$ cat src/rtl/spi_flash_pkg.sv
// Shared types and constants for the SPI NOR flash read bridge.
package spi_flash_pkg;

  typedef enum logic [2:0] {
    IDLE,
    HIT,
    CMD,
    DATA,
    DONE,
    GAP
  } state_e;

  localparam logic [7:0] SPI_CMD_READ = 8'h03;
  localparam logic [4:0] LAST_BIT_IDX = 5'd31;

  // The flash streams bytes in address order; the SoC wants byte 0 in bits [7:0].
  function automatic logic [31:0] byte_swap(input logic [31:0] w);
    return {w[7:0], w[15:8], w[23:16], w[31:24]};
  endfunction

endpackage

$ cat src/rtl/spi_shifter.sv
// SPI mode-0 bit engine: SCK generation, MOSI shift-out, MISO shift-in.
// A bit is CLK_DIV cycles of SCK low followed by CLK_DIV cycles of SCK high.
module spi_shifter #(
  parameter int CLK_DIV = 1
) (
  input  logic        clk,
  input  logic        rst_n,
  input  logic        load_i,
  input  logic [31:0] tx_data_i,
  input  logic        active_i,
  input  logic        miso_i,
  output logic        sck_o,
  output logic        mosi_o,
  output logic [31:0] rx_data_o,
  output logic        bit_done_o
);

  localparam int DIV_W = (CLK_DIV > 1) ? $clog2(CLK_DIV) : 1;
  localparam logic [DIV_W-1:0] DIV_LAST = DIV_W'(CLK_DIV - 1);

  logic [DIV_W-1:0] div_cnt_q, div_cnt_d;
  logic             sck_q, sck_d;
  logic [31:0]      tx_q, tx_d;
  logic [31:0]      rx_q, rx_d;
  logic             div_last;

  assign div_last = (div_cnt_q == DIV_LAST);

  // Next-state for the divider, SCK level and both shift registers.
  always_comb begin
    // NOTE: every comb output gets a default first so no path leaves it unassigned (no latch);
    // blocking '=' here, non-blocking '<=' only in the clocked block below.
    div_cnt_d = div_cnt_q;
    sck_d     = sck_q;
    tx_d      = tx_q;
    rx_d      = rx_q;
    if (load_i) begin
      div_cnt_d = '0;
      sck_d     = 1'b0;
      tx_d      = tx_data_i;
    end else if (active_i) begin
      if (div_last) begin
        div_cnt_d = '0;
        sck_d     = ~sck_q;
        if (!sck_q) begin
          // Rising SCK edge: capture MISO.
          rx_d = {rx_q[30:0], miso_i};
        end else begin
          // Falling SCK edge: advance MOSI while SCK is low.
          tx_d = {tx_q[30:0], 1'b0};
        end
      end else begin
        div_cnt_d = div_cnt_q + 1'b1;
      end
    end else begin
      div_cnt_d = '0;
      sck_d     = 1'b0;
    end
  end

  // State registers for the bit engine.
  always_ff @(posedge clk or negedge rst_n) begin
    if (!rst_n) begin
      div_cnt_q <= '0;
      sck_q     <= 1'b0;
      tx_q      <= '0;
      rx_q      <= '0;
    end else begin
      div_cnt_q <= div_cnt_d;
      sck_q     <= sck_d;
      tx_q      <= tx_d;
      rx_q      <= rx_d;
    end
  end

  assign sck_o      = sck_q;
  assign mosi_o     = active_i & tx_q[31];
  assign rx_data_o  = rx_q;
  assign bit_done_o = active_i & sck_q & div_last;

endmodule

$ cat src/rtl/spi_flash_mem.sv
// Read-only external-memory bridge backed by a SPI NOR flash (READ 0x03),
// with a one-word cache of the most recently fetched word.
module spi_flash_mem #(
  parameter int          CLK_DIV   = 1,
  parameter logic [23:0] BASE_ADDR = 24'h100000,
  parameter int          CS_GAP    = 2
) (
  input  logic        clk,
  input  logic        rst,
  input  logic        mem_valid,
  output logic        mem_ready,
  input  logic [7:0]  mem_addr,
  output logic [31:0] mem_rdata,
  output logic        spi_csn,
  output logic        spi_sck,
  output logic        spi_mosi,
  input  logic        spi_miso
);

  import spi_flash_pkg::*;

  localparam int GAP_W = (CS_GAP > 1) ? $clog2(CS_GAP) : 1;
  localparam logic [GAP_W-1:0] GAP_LAST = GAP_W'(CS_GAP - 1);

  state_e             state_q, state_d;
  logic [4:0]         bit_cnt_q, bit_cnt_d;
  logic [GAP_W-1:0]   gap_cnt_q, gap_cnt_d;
  logic [7:0]         addr_q, addr_d;
  logic               req_live_q, req_live_d;
  logic [31:0]        rdata_q, rdata_d;
  logic               cache_valid_q, cache_valid_d;
  logic [7:0]         cache_addr_q, cache_addr_d;
  logic [31:0]        cache_data_q, cache_data_d;

  logic        cache_hit;
  logic        start_miss;
  logic        shift_active;
  logic        bit_done;
  logic        last_bit;
  logic [23:0] flash_addr;
  logic [31:0] rx_word;

  assign cache_hit  = cache_valid_q && (cache_addr_q == mem_addr);
  assign start_miss = (state_q == IDLE) && mem_valid && !cache_hit;
  assign flash_addr = BASE_ADDR + {14'd0, mem_addr, 2'b00};
  assign last_bit   = bit_done && (bit_cnt_q == LAST_BIT_IDX);

  spi_shifter #(
    .CLK_DIV (CLK_DIV)
  ) u_shifter (
    .clk        (clk),
    .rst_n      (rst),
    .load_i     (start_miss),
    .tx_data_i  ({SPI_CMD_READ, flash_addr}),
    .active_i   (shift_active),
    .miso_i     (spi_miso),
    .sck_o      (spi_sck),
    .mosi_o     (spi_mosi),
    .rx_data_o  (rx_word),
    .bit_done_o (bit_done)
  );

  // FSM state register; a reset mid-transfer simply drops back to IDLE.
  always_ff @(posedge clk or negedge rst) begin
    if (!rst) state_q <= IDLE;
    else      state_q <= state_d;
  end

  // FSM next-state: command phase, data phase, then a chip-select gap.
  always_comb begin
    state_d = state_q;
    unique case (state_q)
      IDLE: if (mem_valid) state_d = cache_hit ? HIT : CMD;
      HIT:  state_d = IDLE;
      CMD:  if (last_bit) state_d = DATA;
      DATA: if (last_bit) state_d = DONE;
      DONE: state_d = GAP;
      GAP:  if (gap_cnt_q == GAP_LAST) state_d = IDLE;
      default: state_d = IDLE;
    endcase
  end

  // FSM outputs decoded from the current state.
  always_comb begin
    shift_active = (state_q == CMD) || (state_q == DATA);
    spi_csn      = !shift_active;
    mem_ready    = (state_q == HIT) || ((state_q == DONE) && req_live_q);
  end

  // Datapath next-state: bit/gap counters, request tracking, read data and cache.
  always_comb begin
    bit_cnt_d     = bit_cnt_q;
    gap_cnt_d     = '0;
    addr_d        = addr_q;
    req_live_d    = req_live_q;
    rdata_d       = rdata_q;
    cache_valid_d = cache_valid_q;
    cache_addr_d  = cache_addr_q;
    cache_data_d  = cache_data_q;

    if (start_miss) begin
      bit_cnt_d  = '0;
      addr_d     = mem_addr;
      req_live_d = 1'b1;
    end else if (bit_done) begin
      bit_cnt_d = bit_cnt_q + 1'b1;
    end

    // A requester that lets go mid-transfer gets no ready for this word.
    if (shift_active && !mem_valid) req_live_d = 1'b0;

    if (state_q == GAP) gap_cnt_d = gap_cnt_q + 1'b1;

    if ((state_q == IDLE) && mem_valid && cache_hit) rdata_d = cache_data_q;

    if ((state_q == DATA) && last_bit) begin
      cache_valid_d = 1'b1;
      cache_addr_d  = addr_q;
      cache_data_d  = byte_swap(rx_word);
      if (req_live_q && mem_valid) rdata_d = byte_swap(rx_word);
    end
  end

  // Datapath registers.
  always_ff @(posedge clk or negedge rst) begin
    if (!rst) begin
      bit_cnt_q     <= '0;
      gap_cnt_q     <= '0;
      addr_q        <= '0;
      req_live_q    <= 1'b0;
      rdata_q       <= '0;
      cache_valid_q <= 1'b0;
      // NOTE: only cache_valid_q must be reset for correctness; the tag and data
      // are cleared too because they are a single word and keep state deterministic.
      cache_addr_q  <= '0;
      cache_data_q  <= '0;
    end else begin
      bit_cnt_q     <= bit_cnt_d;
      gap_cnt_q     <= gap_cnt_d;
      addr_q        <= addr_d;
      req_live_q    <= req_live_d;
      rdata_q       <= rdata_d;
      cache_valid_q <= cache_valid_d;
      cache_addr_q  <= cache_addr_d;
      cache_data_q  <= cache_data_d;
    end
  end

  assign mem_rdata = rdata_q;

endmodule
$ cat config.mk
export PLATFORM = sky130hd
export DESIGN_NAME = spi_flash_mem
export DESIGN_NICKNAME = d
export VERILOG_FILES = /design/src/rtl/spi_flash_pkg.sv /design/src/rtl/spi_shifter.sv /design/src/rtl/spi_flash_mem.sv
export SDC_FILE = /design/constraint.sdc
export NUM_CORES = 1
export LEC_CHECK = 0
export ABC_AREA = 1
export BUFFER_PORTS_ARGS = -buffer_cell sky130_fd_sc_hd__buf_2
export CORE_ASPECT_RATIO = 1.4
export CORE_UTILIZATION = 61
export DETAILED_ROUTE_END_ITERATION = 7
export PLACE_DENSITY = 0.8
export SYNTH_ARGS = -nofsm -noshare
export SYNTH_HDL_FRONTEND = slang
export SYNTH_HIERARCHICAL = 1
export SYNTH_SLANG_ARGS = --single-unit
$ cat constraint.sdc
create_clock -name clk -period 2.7 [get_ports clk]
set_clock_uncertainty 0.2 [all_clocks]
set_input_delay 0.54 -clock clk [delete_from_list [all_inputs] [get_ports clk]]
set_output_delay 0.54 -clock clk [all_outputs]
set_load 0.02 [all_outputs]
; Word level (Yosys, flattened, before mapping)
; Index checks and enable logic that the tools add are counted.
[totals]
register_bits = 157
out_inout_bits = 36
elab_cells = 82
input_bits = 12
[classes]
n_eq_ne = 13
mux = 24
n_reduce_logical = 22
n_bitwise = 6
addsub = 4
[ops]
columns = cell, count
row1 = $mux 32, 7
row2 = $add 21x10->22 const A, 1
row3 = $pmux 3 s5, 1
row4 = $mux 3, 4
row5 = $mux 5, 2
row6 = $ne 2x2->1 const B, 5
row7 = $logic_and 1x1->1, 9
row8 = $mux 1, 9
row9 = $eq 8x8->1, 1
row10 = $reduce_and 4->1, 2
row11 = $reduce_bool 2->1, 4
row12 = $eq 3x2->1 const B, 2
row13 = $eq 3x3->1 const B, 2
row14 = $add 5x1->5 const B, 1
row15 = $eq 5x5->1 const B, 1
row16 = $and 1x1->1, 3
row17 = $eq 3x1->1 const B, 1
row18 = $logic_not 1->1, 3
row19 = $logic_not 3->1, 1
row20 = $ne 3x3->1 const B, 1
row21 = $not 1->1, 3
row22 = $reduce_and 3->1, 1
row23 = $add 1x1->1 const B, 2
row24 = $logic_or 1x1->1, 2
row25 = $mux 2, 1

; Logic depth before layout (Yosys ltp)
; Gate-level depths: netlist of the first run.
[depth]
ltp_word = 7
depth_mapped = 16

; By module
; The synthesis of the first run kept the hierarchy.
[by_module_without_submodules]
columns = module, cells_per_inst, area_per_inst_um2, instances, seq_area_each_um2
row1 = spi_flash_mem, 543, 4315.4, 1, 2277.2
row2 = spi_shifter, 384, 3012.9, 1, 1626.6

; Worst setup path before layout of the first run
; No wires, ideal clock.
[synth_path]
kind = input -> register
from = in mem_addr[2]
to = reg u_shifter.tx_q[5]
required_time_ns = 2.384
path_stages = 14
slack_ns = 0.486
arrival_ns = 1.897
cell_sequence = inv_1 or2_2 nand3_1 nor2_4 nand2_1 nand3_2 inv_2 buf_6 inv_4 buf_4 nand2_1 nand2_1 nand2_1 nand2_1
[synth_via]
elab_chain_len = 6
[synth_rtl]
columns = element, line_no
row1 = "start, declared", spi_flash_mem.sv:12  ; input logic [7:0] mem_addr,
row2 = $eq 8x8->1 *, spi_flash_mem.sv:43  ; assign cache_hit = cache_valid_q && (cache_addr_q == mem_addr);
row3 = $logic_and 1x1->1 *, spi_flash_mem.sv:43
row4 = $logic_not 1->1 *, spi_flash_mem.sv:44  ; assign start_miss = (state_q == IDLE) && mem_valid && !cache_hit;
row5 = $logic_and 1x1->1 *, spi_flash_mem.sv:44
row6 = named net start_miss, spi_flash_mem.sv:36  ; logic start_miss;
row7 = $ne 2x2->1 (no source line) / $reduce_bool 2->1 (equally long branches), n/a
row8 = $reduce_and 3->1 (no source line), n/a
row9 = "end signal, assigned", spi_shifter.sv:71  ; tx_q <= tx_d;
row10 = "end, declared", spi_shifter.sv:23  ; logic [31:0] tx_q, tx_d;
; Mark *: on every way through the listed nets, which the timed path passes. The rest lies on a longest branch.
; A chain may end at the register's enable or synchronous reset.

; Final worst setup path of the first run
[layout_path]
from = reg state_q[2]
to = out spi_mosi
[layout_via]
elab_chain_len = 3
[layout_rtl]
columns = element, line_no
row1 = "start, declared", spi_flash_mem.sv:25  ; state_e state_q, state_d;
row2 = "start signal, assigned", spi_flash_mem.sv:66  ; else state_q <= state_d;
row3 = $eq 3x2->1, spi_flash_mem.sv:85  ; shift_active = (state_q == CMD) || (state_q == DATA);
row4 = $logic_or 1x1->1 *, spi_flash_mem.sv:85
row5 = named net shift_active, spi_flash_mem.sv:37  ; logic shift_active;
row6 = $and 1x1->1 *, spi_shifter.sv:77  ; assign mosi_o = active_i & tx_q[31];
row7 = "end, declared", spi_flash_mem.sv:16  ; output logic spi_mosi,
; Marked as above.

==> flow_summary.ini, run 1 <==
[status]
status = complete, no violations

[placement]
place_area_mm2 = 0.00782
dp_cells = 1109
hpwl_mm = 9.34
place_congestion = 0.818
dp_slack_ns = 0.274
portBuffers = 47

[power]
switching_power_mw = 2.77
irDropWorstVdd_mv = 0.653
clockPowerShare_pct = 30.9
p_seq_share_pct = 41.5
swShare_pct = 36.8
p_leak_nw = 4.63
power_density_mw_per_mm2 = 896
p_int_mw = 4.76
comb_power_share_pct = 27.6
finalPower_mw = 7.53

[logic_synthesis]
synth.distinct_cells = 33
ys_warn_count = 6
synth_seq_area_share_pct = 53.3
synth_area_per_cell_um2 = 7.91
synthesis.area_mm2 = 0.00733
synthCells = 927
synth-seq-cells = 156

[sta]
fin_tns_setup_ns = 0
slew_headroom_pct = 61.8
hold_slack_ns = 0.177
hold_viol_final = 0
tightest_slew_ns = 0.572
setup_viol = 0
min_period_over_period_pct = 85.8
rsz0062_at_grt = no
max_freq_ghz = 0.432
final_max_slew_viol_count = 0
layout_setup_ws_ns = 0.384
period_needed_ns = 2.32

[route]
num_vias = 6005
antenna_left = 0
drc = 0
wire_per_inst_um = 13.5
drt-initial-drc-count = 259
drt_wl_total_mm = 15.5
first_pass_iters = 5
routed_via_density = 5.26

[floorplanning]
die-area_mm2 = 0.0125
num_io_pins = 48
start_util_pct = 62.3
rows = 47
core-area_mm2 = 0.0118
die_width_um = 94.6
die_y_um = 132

[critical_path]
critPathCaptureType = primary output
worstPathCellList = nor2_4 > buf_4 > nand2_1 > inv_1 > buf_2
crit_slowest_cell = dfrtp_1
crit_fanout = 11
r2r_cells = 10
worstSetupStartpointType = flip-flop
cp.depth = 5
critPathKind = flip-flop to primary output
critPathBufInv = 3
cpLargestDelayFamily = flip-flops
max_stage_delay_ns = 0.46
arrival_ns = 1.58
critPathRequiredTime_ns = 1.96
rrSetupSlack_ns = 0.50

[min_path]
hold_class = primary input to flip-flop
hold_depth = 3

[cts]
cts.htree.levels = 4
clockRootBuffer = clkbuf_16
cts_setup_buffers = 0
clk_latency_ns = 0.42
clkSinkCount = 156
cts_resized = 0
clockBufferDepth = 2
path_clk_slew_ns = 0.06
ctsHoldBuffers = 1
cts_made_buffers = 17
cts_tree = done

[global_route]
grt.overflow.total = 0
grt_pass1_vias = 5872
grt_max_degree = 59
grt_pass1_wl_mm = 26.6
antenna_found_initial = 0
grt.total_usage_pct = 27.4

[finish]
stdcell_area_mm2 = 0.00840
areaGrowthSynthToFinish_pct = 14.7
final_nets = 996
final_util_pct = 71.4
fin_cells = 1142
num_antenna_cells = 0
drive_above_1_share_pct = 12.5

[job]
cap_violations = 0
[worst register-to-register path, cell delays in order, from the launching register on]
cell and delay (ns):
dfrtp_1 0.40, or2_2 0.30, nand3_1 0.13, nor2_4 0.05, nand2_1 0.10, nand3_2 0.09
inv_2 0.22, inv_4 0.16, nand2_4 0.31, nand2_1 0.10, nand2_1 0.08
[cell usage in the layout (no fill, tap or decap), drive strengths merged]
cell,n
xor2,3
o21bai,1
clkbuf,17
o21ai,10
clkinvlp,1
and3,1
ha,2
dlygate4sd3,1
nand3,101
dfrtp,156
bufinv,1
nand4,34
nand2,369
a21oi,40
nor3,3
inv,102
nor2,51
or2,2
buf,67
mux2,3
clkinv,5
conb,24
xnor2,1
[sequential cells by signal, indices dropped and copies added (netlist names), 3 cells and up]
name,count
addr_q,8
bit_cnt_q,5
state_q,3
mem_rdata,32
u_shifter/rx_data_o,32
u_shifter/tx_q,32
cache_addr_q,8
cache_data_q,32
[kinds of logic (layout without fill, tap and decap cells)]
| logic type | Yosys count | after routing | synth area share, % |
|---|---|---|---|
| and+or+nand+nor | 561 | 561 | 32.9 |
| DFF | 156 | 156 | 53.3 |
| buffers and inverters | 148 | 194 | 8.91 |
| adders and majority gates | 2 | 2 | 0.341 |
| AOI/OAI and AO/OA | 51 | 51 | 3.52 |
| other | 2 | 24 | 0.102 |
| xor gates and xnor gates | 4 | 4 | 0.478 |
| muxes | 3 | 3 | 0.461 |
[area by class of cell]
class	instances	area [um2]
flip-flops and latches	156	3900
fillers	957	3360
multi-input cells	645	2860
repair buffers	68	527
clock buffers	17	425
inverters	94	355
well taps	147	184
clock inverters	15	151
[power by group through the flow]
stage	registers (mW)	clock network, mW	logic [mW]
2_1_floorplan	3.08	0	1.64
3_3_place_gp	3.14	0	2.01
3_5_place_dp	3.15	0	2.07
4_1_cts	3.12	2.36	2.08
5_1_grt	3.18	2.45	2.37
6_report	3.12	2.33	2.08
[metal layers]
layer,GRT usage [%],part of all wire (%)
met4,10.9,1.7
met5,0,0
met3,5.90,3.7
met2,45.8,52
met1,34.2,42
[path summary, 6_finish.rpt]
path,to,startpoint
max,spi_mosi,state_q[2]
max in group asynchronous,state_q[2],rst
min in group asynchronous,mem_rdata[4],rst
min reg2reg,gap_cnt_q,gap_cnt_q
max reg2reg,u_shifter/tx_q[1],cache_addr_q[7]
min,addr_q[4],mem_addr[4]
[cells in the mapped netlist (all sizes together)]
cell	count	area [um2]
o21bai	1	7.51
mux2	3	33.8
and3	1	6.26
nand4	34	219
nor3	3	26.3
xnor2	1	8.76
inv	94	355
nand3	101	510
conb	2	7.51
or2	2	12.5
clkbuf	15	56.3
a21oi	40	200
nor2	51	235
dfrtp	156	3900
o21ai	10	50.0
ha	2	25.0
buf	39	241
nand2	369	1400
xor2	3	26.3
(Power assumes the default switching activity.)
==> run 2: changes to the inputs <==
--- a/config.mk
+++ b/config.mk
@@ -7,7 +7,7 @@
 export LEC_CHECK = 0
 export ABC_AREA = 1
 export BUFFER_PORTS_ARGS = -buffer_cell sky130_fd_sc_hd__buf_2
-export CORE_ASPECT_RATIO = 1.4
+export CORE_ASPECT_RATIO = 0.9
 export CORE_UTILIZATION = 61
 export DETAILED_ROUTE_END_ITERATION = 7
 export PLACE_DENSITY = 0.8
==> run 2 against run 1 <==
  * Non-clock buffer count is 1 lower
  * Critical endpoint unchanged
  * Design area up 0.24%
  * Critical path depth did not move
  * Clock power rose by 10%
  * Final cell count rose by 0.70%
  * Routed wire length grew 6.3%
  * Sequential share of layout area shrank 0.11 points
==> flow_summary.ini, run 2 (same netlist as run 1, synthesis figures left out) <==
[global_route]
grt_max_degree = 87
grt_pass1_vias = 5752
grt.total_usage_pct = 28.8
antenna_found_initial = 0
grt_pass1_wl_mm = 28.3
grt.overflow.total = 0

[cts]
cts_tree = done
path_clk_slew_ns = 0.07
cts_made_buffers = 17
cts_resized = 0
cts.htree.levels = 4
clk_latency_ns = 0.43
clockBufferDepth = 2
clockRootBuffer = clkbuf_16
clkSinkCount = 156

[sta]
layout_setup_ws_ns = 0.107
min_period_over_period_pct = 96.0
rsz0062_at_grt = no
max_freq_ghz = 0.386
period_needed_ns = 2.59
setup_viol = 0
final_max_slew_viol_count = 0
slew_headroom_pct = 57.0
hold_viol_final = 0
tightest_slew_ns = 0.644
fin_tns_setup_ns = 0

[critical_path]
critPathBufInv = 3
reg2reg_to = mem_rdata[7]
worstSetupStartpointType = flip-flop
crit_slowest_cell = dfrtp_1
critPathKind = flip-flop to primary output
arrival_ns = 1.85
reg2reg_from = state_q[2]
r2r_cells = 9
cpLargestDelayFamily = buffers and inverters
critPathRequiredTime_ns = 1.96
critPathCaptureType = primary output
max_stage_delay_ns = 0.46
worstPathCellList = nor2_4 > buf_4 > nand2_1 > inv_1 > buf_2
rrSetupSlack_ns = 0.44
crit_fanout = 35

[placement]
dp_cells = 1117
dp_slack_ns = 0.303
place_congestion = 0.781
hpwl_mm = 9.25
portBuffers = 47

[floorplanning]
die_width_um = 118
num_io_pins = 48
die-area_mm2 = 0.0125
rows = 37
core-area_mm2 = 0.0116
start_util_pct = 63.3
die_y_um = 106

[power]
finalPower_mw = 7.77
power_density_mw_per_mm2 = 922
p_leak_nw = 4.63
irDropWorstVdd_mv = 0.589

[finish]
layout_commonest_cell = nand2_1
fillCellCount = 882
fin_cells = 1150
final_cell_mix = 365 x nand2_1, 156 x dfrtp_1, 100 x nand3_1, 85 x inv_1, 46 x buf_2
areaGrowthSynthToFinish_pct = 14.9
drive_above_1_share_pct = 12.4
final_util_pct = 72.8
num_antenna_cells = 0
final_nets = 995

[route]
wire_per_inst_um = 14.3
antenna_left = 0
first_pass_iters = 5
drc = 0
drt-initial-drc-count = 655
drt_wl_total_mm = 16.4
num_vias = 6112
routed_via_density = 5.31

[min_path]
hold_depth = 3
hp-start = spi_miso
min_to = u_shifter/rx_data_o[0]
hold_class = primary input to flip-flop

[job]
cap_violations = 0

[status]
status = complete, no violations
run 2: cell types whose count changed in the layout (fill, tap and decap cells not counted):
cell,before,now
clkinvlp_4,1,4
bufinv_16,1,4
clkinv_2,0,1
clkinv_4,5,3
buf_12,10,6
buf_4,10,13
clkbuf_8,0,2
inv_6,8,1
run 2: worst max path at each step:
stage / cells after the start / slack [ns] / startpoint / to
floorplan: 14 / 0.49 / mem_addr[2] / u_shifter/tx_q[5]
global route: 5 / 0.04 / state_q[2] / spi_mosi
global placement: 11 / 0.32 / mem_addr[0] / mem_rdata[19]
detailed placement: 12 / 0.30 / mem_addr[0] / u_shifter/tx_q[21]
finish: 5 / 0.11 / state_q[2] / spi_mosi
CTS: 5 / 0.09 / state_q[2] / spi_mosi
run 2: through the flow:
stage / area [um2] / hold WS, ns
after CTS: 8420 / 0.145
after detailed placement: 7770 / 0.182
final: 8420 / 0.160
after global placement: 7770 / 0.181
after floorplan: 7410 / 0.0444
after global routing: 8420 / 0.167
run 2: area by class of cell:
class,instances,area (um2),share of cell area (%)
Multi-Input combinational cell,645,2860,33.9
Clock buffer,19,453,5.38
Timing Repair Buffer,67,469,5.57
Clock inverter,13,190,2.26
Sequential cell,156,3900,46.3
Tap cell,156,195,2.32
Inverter,94,355,4.22
run 2: repair_timing:
item | CTS | global route
endpoints found under the hold margin | 14 | 0
setup endpoints to repair | 0 | 0
setup buffers | 0 | 0
hold buffers | 1 | 0
run 2: tightest hold or removal path: stages:
cell,delay [ns]
buf_2,0.09
nand3_1,0.07
nand2_1,0.06
run 2: per-layer routing:
| layer | GRT usage, % | part of all wire (%) | vias up |
|---|---|---|---|
| li1 | - | - | 2979 |
| met1 | 40.8 | 46 | 2925 |
| met2 | 45.2 | 47 | 193 |
| met3 | 6.60 | 6.0 | 15 |
| met4 | 7.60 | 1.0 | 0 |
| met5 | 0 | 0 | - |
run 2: where the power goes:
| part | switching (mW) | internal [mW] |
|---|---|---|
| sequential | 0.357 | 2.78 |
| combinational | 1.42 | 0.641 |
| clock | 0.969 | 1.60 |
==> run 3: changes to the inputs <==
--- a/config.mk
+++ b/config.mk
@@ -6,10 +6,10 @@
 export NUM_CORES = 1
 export LEC_CHECK = 0
 export ABC_AREA = 1
-export BUFFER_PORTS_ARGS = -buffer_cell sky130_fd_sc_hd__buf_2
 export CORE_ASPECT_RATIO = 0.9
-export CORE_UTILIZATION = 61
+export CORE_UTILIZATION = 64
 export DETAILED_ROUTE_END_ITERATION = 7
+export DONT_BUFFER_PORTS = 1
 export PLACE_DENSITY = 0.8
 export SYNTH_ARGS = -nofsm -noshare
 export SYNTH_HDL_FRONTEND = slang
==> run 3 against run 2 <==
  * The flow now finishes with violations (hold timing)
  * Sequential share of layout area rose by 2.2 points
  * Design area fell by 4.6%
  * Core utilization rose by 0.32 points
  * Register-to-register slack got worse by 0.10 ns
  * Die area fell by 4.6%
  * Critical path depth fell by 1
  * Clock-buffer cell count rose by 2
  * Maximum frequency rose by 1.7%
  * Combinational power fell by 8%
  * Via count fell by 4.7%
  * Global-route usage rose by 0.24 points
  * Non-clock buffer count fell by 52
==> flow_summary.ini, run 3 (same netlist as run 1, synthesis figures left out) <==
[status]
status = complete, but fails checks
violations = hold timing

[power]
p_leak_nw = 4.43
power_density_mw_per_mm2 = 928
irDropWorstVdd_mv = 0.643

[floorplanning]
num_io_pins = 48
rows = 36
die-area_mm2 = 0.0119
start_util_pct = 66.7
die_y_um = 104
die_width_um = 115
core-area_mm2 = 0.0110

[critical_path]
r2r_cells = 13
worstSetupStartpointType = flip-flop
critPathKind = flip-flop to primary output
crit_fanout = 35
worstPathCellList = nor2_4 > buf_4 > nand2_1 > inv_1
critPathRequiredTime_ns = 1.96
arrival_ns = 1.81
critPathCaptureType = primary output
rrSetupSlack_ns = 0.34
reg2reg_to = u_shifter/tx_q[3]
crit_slowest_cell = dfrtp_1
reg2reg_from = cache_addr_q[3]
max_stage_delay_ns = 0.45

[sta]
hold_slack_ns = -0.395
hold_viol_final = 156
rsz0062_at_grt = no
max_freq_ghz = 0.392
final_max_slew_viol_count = 0
setup_viol = 0
min_period_over_period_pct = 94.5
slew_headroom_pct = 57.0
tightest_slew_ns = 0.638
period_needed_ns = 2.55
fin_tns_setup_ns = 0

[finish]
areaGrowthSynthToFinish_pct = 9.63
num_antenna_cells = 0
fillCellCount = 820
final_nets = 943
final_util_pct = 73.1
multi_input_area_mm2 = 0.00286
drive_above_1_share_pct = 7.43
final_cell_mix = 365 x nand2_1, 156 x dfrtp_1, 100 x nand3_1, 85 x inv_1, 45 x nor2_1
layout_commonest_cell = nand2_1
regArea_mm2 = 0.00390

[cts]
path_clk_slew_ns = 0.06
cts.htree.levels = 4
cts_tree = done
clk_latency_ns = 0.43
clockRootBuffer = clkbuf_16
cts_made_buffers = 17
clockBufferDepth = 2
clkSinkCount = 156
cts_resized = 0
cts_setup_buffers = 0

[min_path]
hold_class = primary input to asynchronous set/reset pin

[route]
routed_via_density = 5.32
wire_per_inst_um = 14.4
drt_wl_total_mm = 15.7
first_pass_iters = 6
drc = 0
num_vias = 5824
drt-initial-drc-count = 652
antenna_left = 0

[global_route]
antenna_found_initial = 0
grt.overflow.total = 0
grt_max_degree = 157
grt_pass1_vias = 5552
grt.total_usage_pct = 29.0
grt_pass1_wl_mm = 26.9

[placement]
portBuffers = 0
place_congestion = 0.828
hpwl_mm = 8.81

[job]
cap_violations = 0
run 3: cell count changes in the layout (fill, tap and decap cells not counted), moves of 2 or more:
cell / delta
clkinv_2: +3
clkinvlp_4: -2
buf_12: -5
buf_2: -46
clkbuf_1: +2
run 3: critical path, delay by kind of cell (launching register included):
kind | cells | cell delay [ns]
AND/OR/NAND/NOR | 2 | 0.33
flip-flops | 1 | 0.45
buffers and inverters | 2 | 0.60
run 3: worst max-delay path by stage:
| stage | start | endpoint | slack [ns] | depth (start not counted) |
|---|---|---|---|---|
| finish | state_q[2] | spi_mosi | 0.15 | 4 |
| global route | state_q[2] | spi_mosi | 0.06 | 4 |
| CTS | state_q[2] | spi_mosi | 0.13 | 4 |
| detailed placement | mem_addr[3] | u_shifter/tx_q[3] | 0.19 | 13 |
| global placement | mem_addr[3] | u_shifter/tx_q[25] | 0.27 | 13 |
| floorplan | mem_addr[2] | u_shifter/tx_q[5] | 0.49 | 14 |
run 3: layer usage:
layer	routed length, um	up-vias	global-route usage (%)
li1	-	2872	-
met1	6850	2749	40.0
met2	7470	176	43.9
met3	1120	27	8.19
met4	274	0	11.1
met5	0	-	0
run 3: final cells by class:
| cell class | count | area share (%) |
|---|---|---|
| clock buffers | 21 | 5.73 |
| clock inverters | 11 | 1.78 |
| inverters | 94 | 4.42 |
| multi-input cells | 645 | 35.6 |
| flip-flops and latches | 156 | 48.6 |
| well taps | 152 | 2.37 |
| repair buffers | 15 | 1.56 |
run 3: per-stage QoR:
step / total power [mW] / cell area (um2) / setup slack [ns] / std cells
final: 7.46 / 8030 / 0.149 / 1094
after global routing: 7.89 / 8030 / 0.0627 / 1094
after CTS: 7.47 / 8030 / 0.127 / 1094
after detailed placement: 5.03 / 7430 / 0.192 / 1062
after global placement: 4.91 / 7430 / 0.269 / 1062
after floorplan: 4.72 / 7410 / 0.486 / 949
run 3: power by group:
part | internal, mW | switching (mW)
clock | 1.50 | 0.923
combinational | 0.560 | 1.34
sequential | 2.78 | 0.355
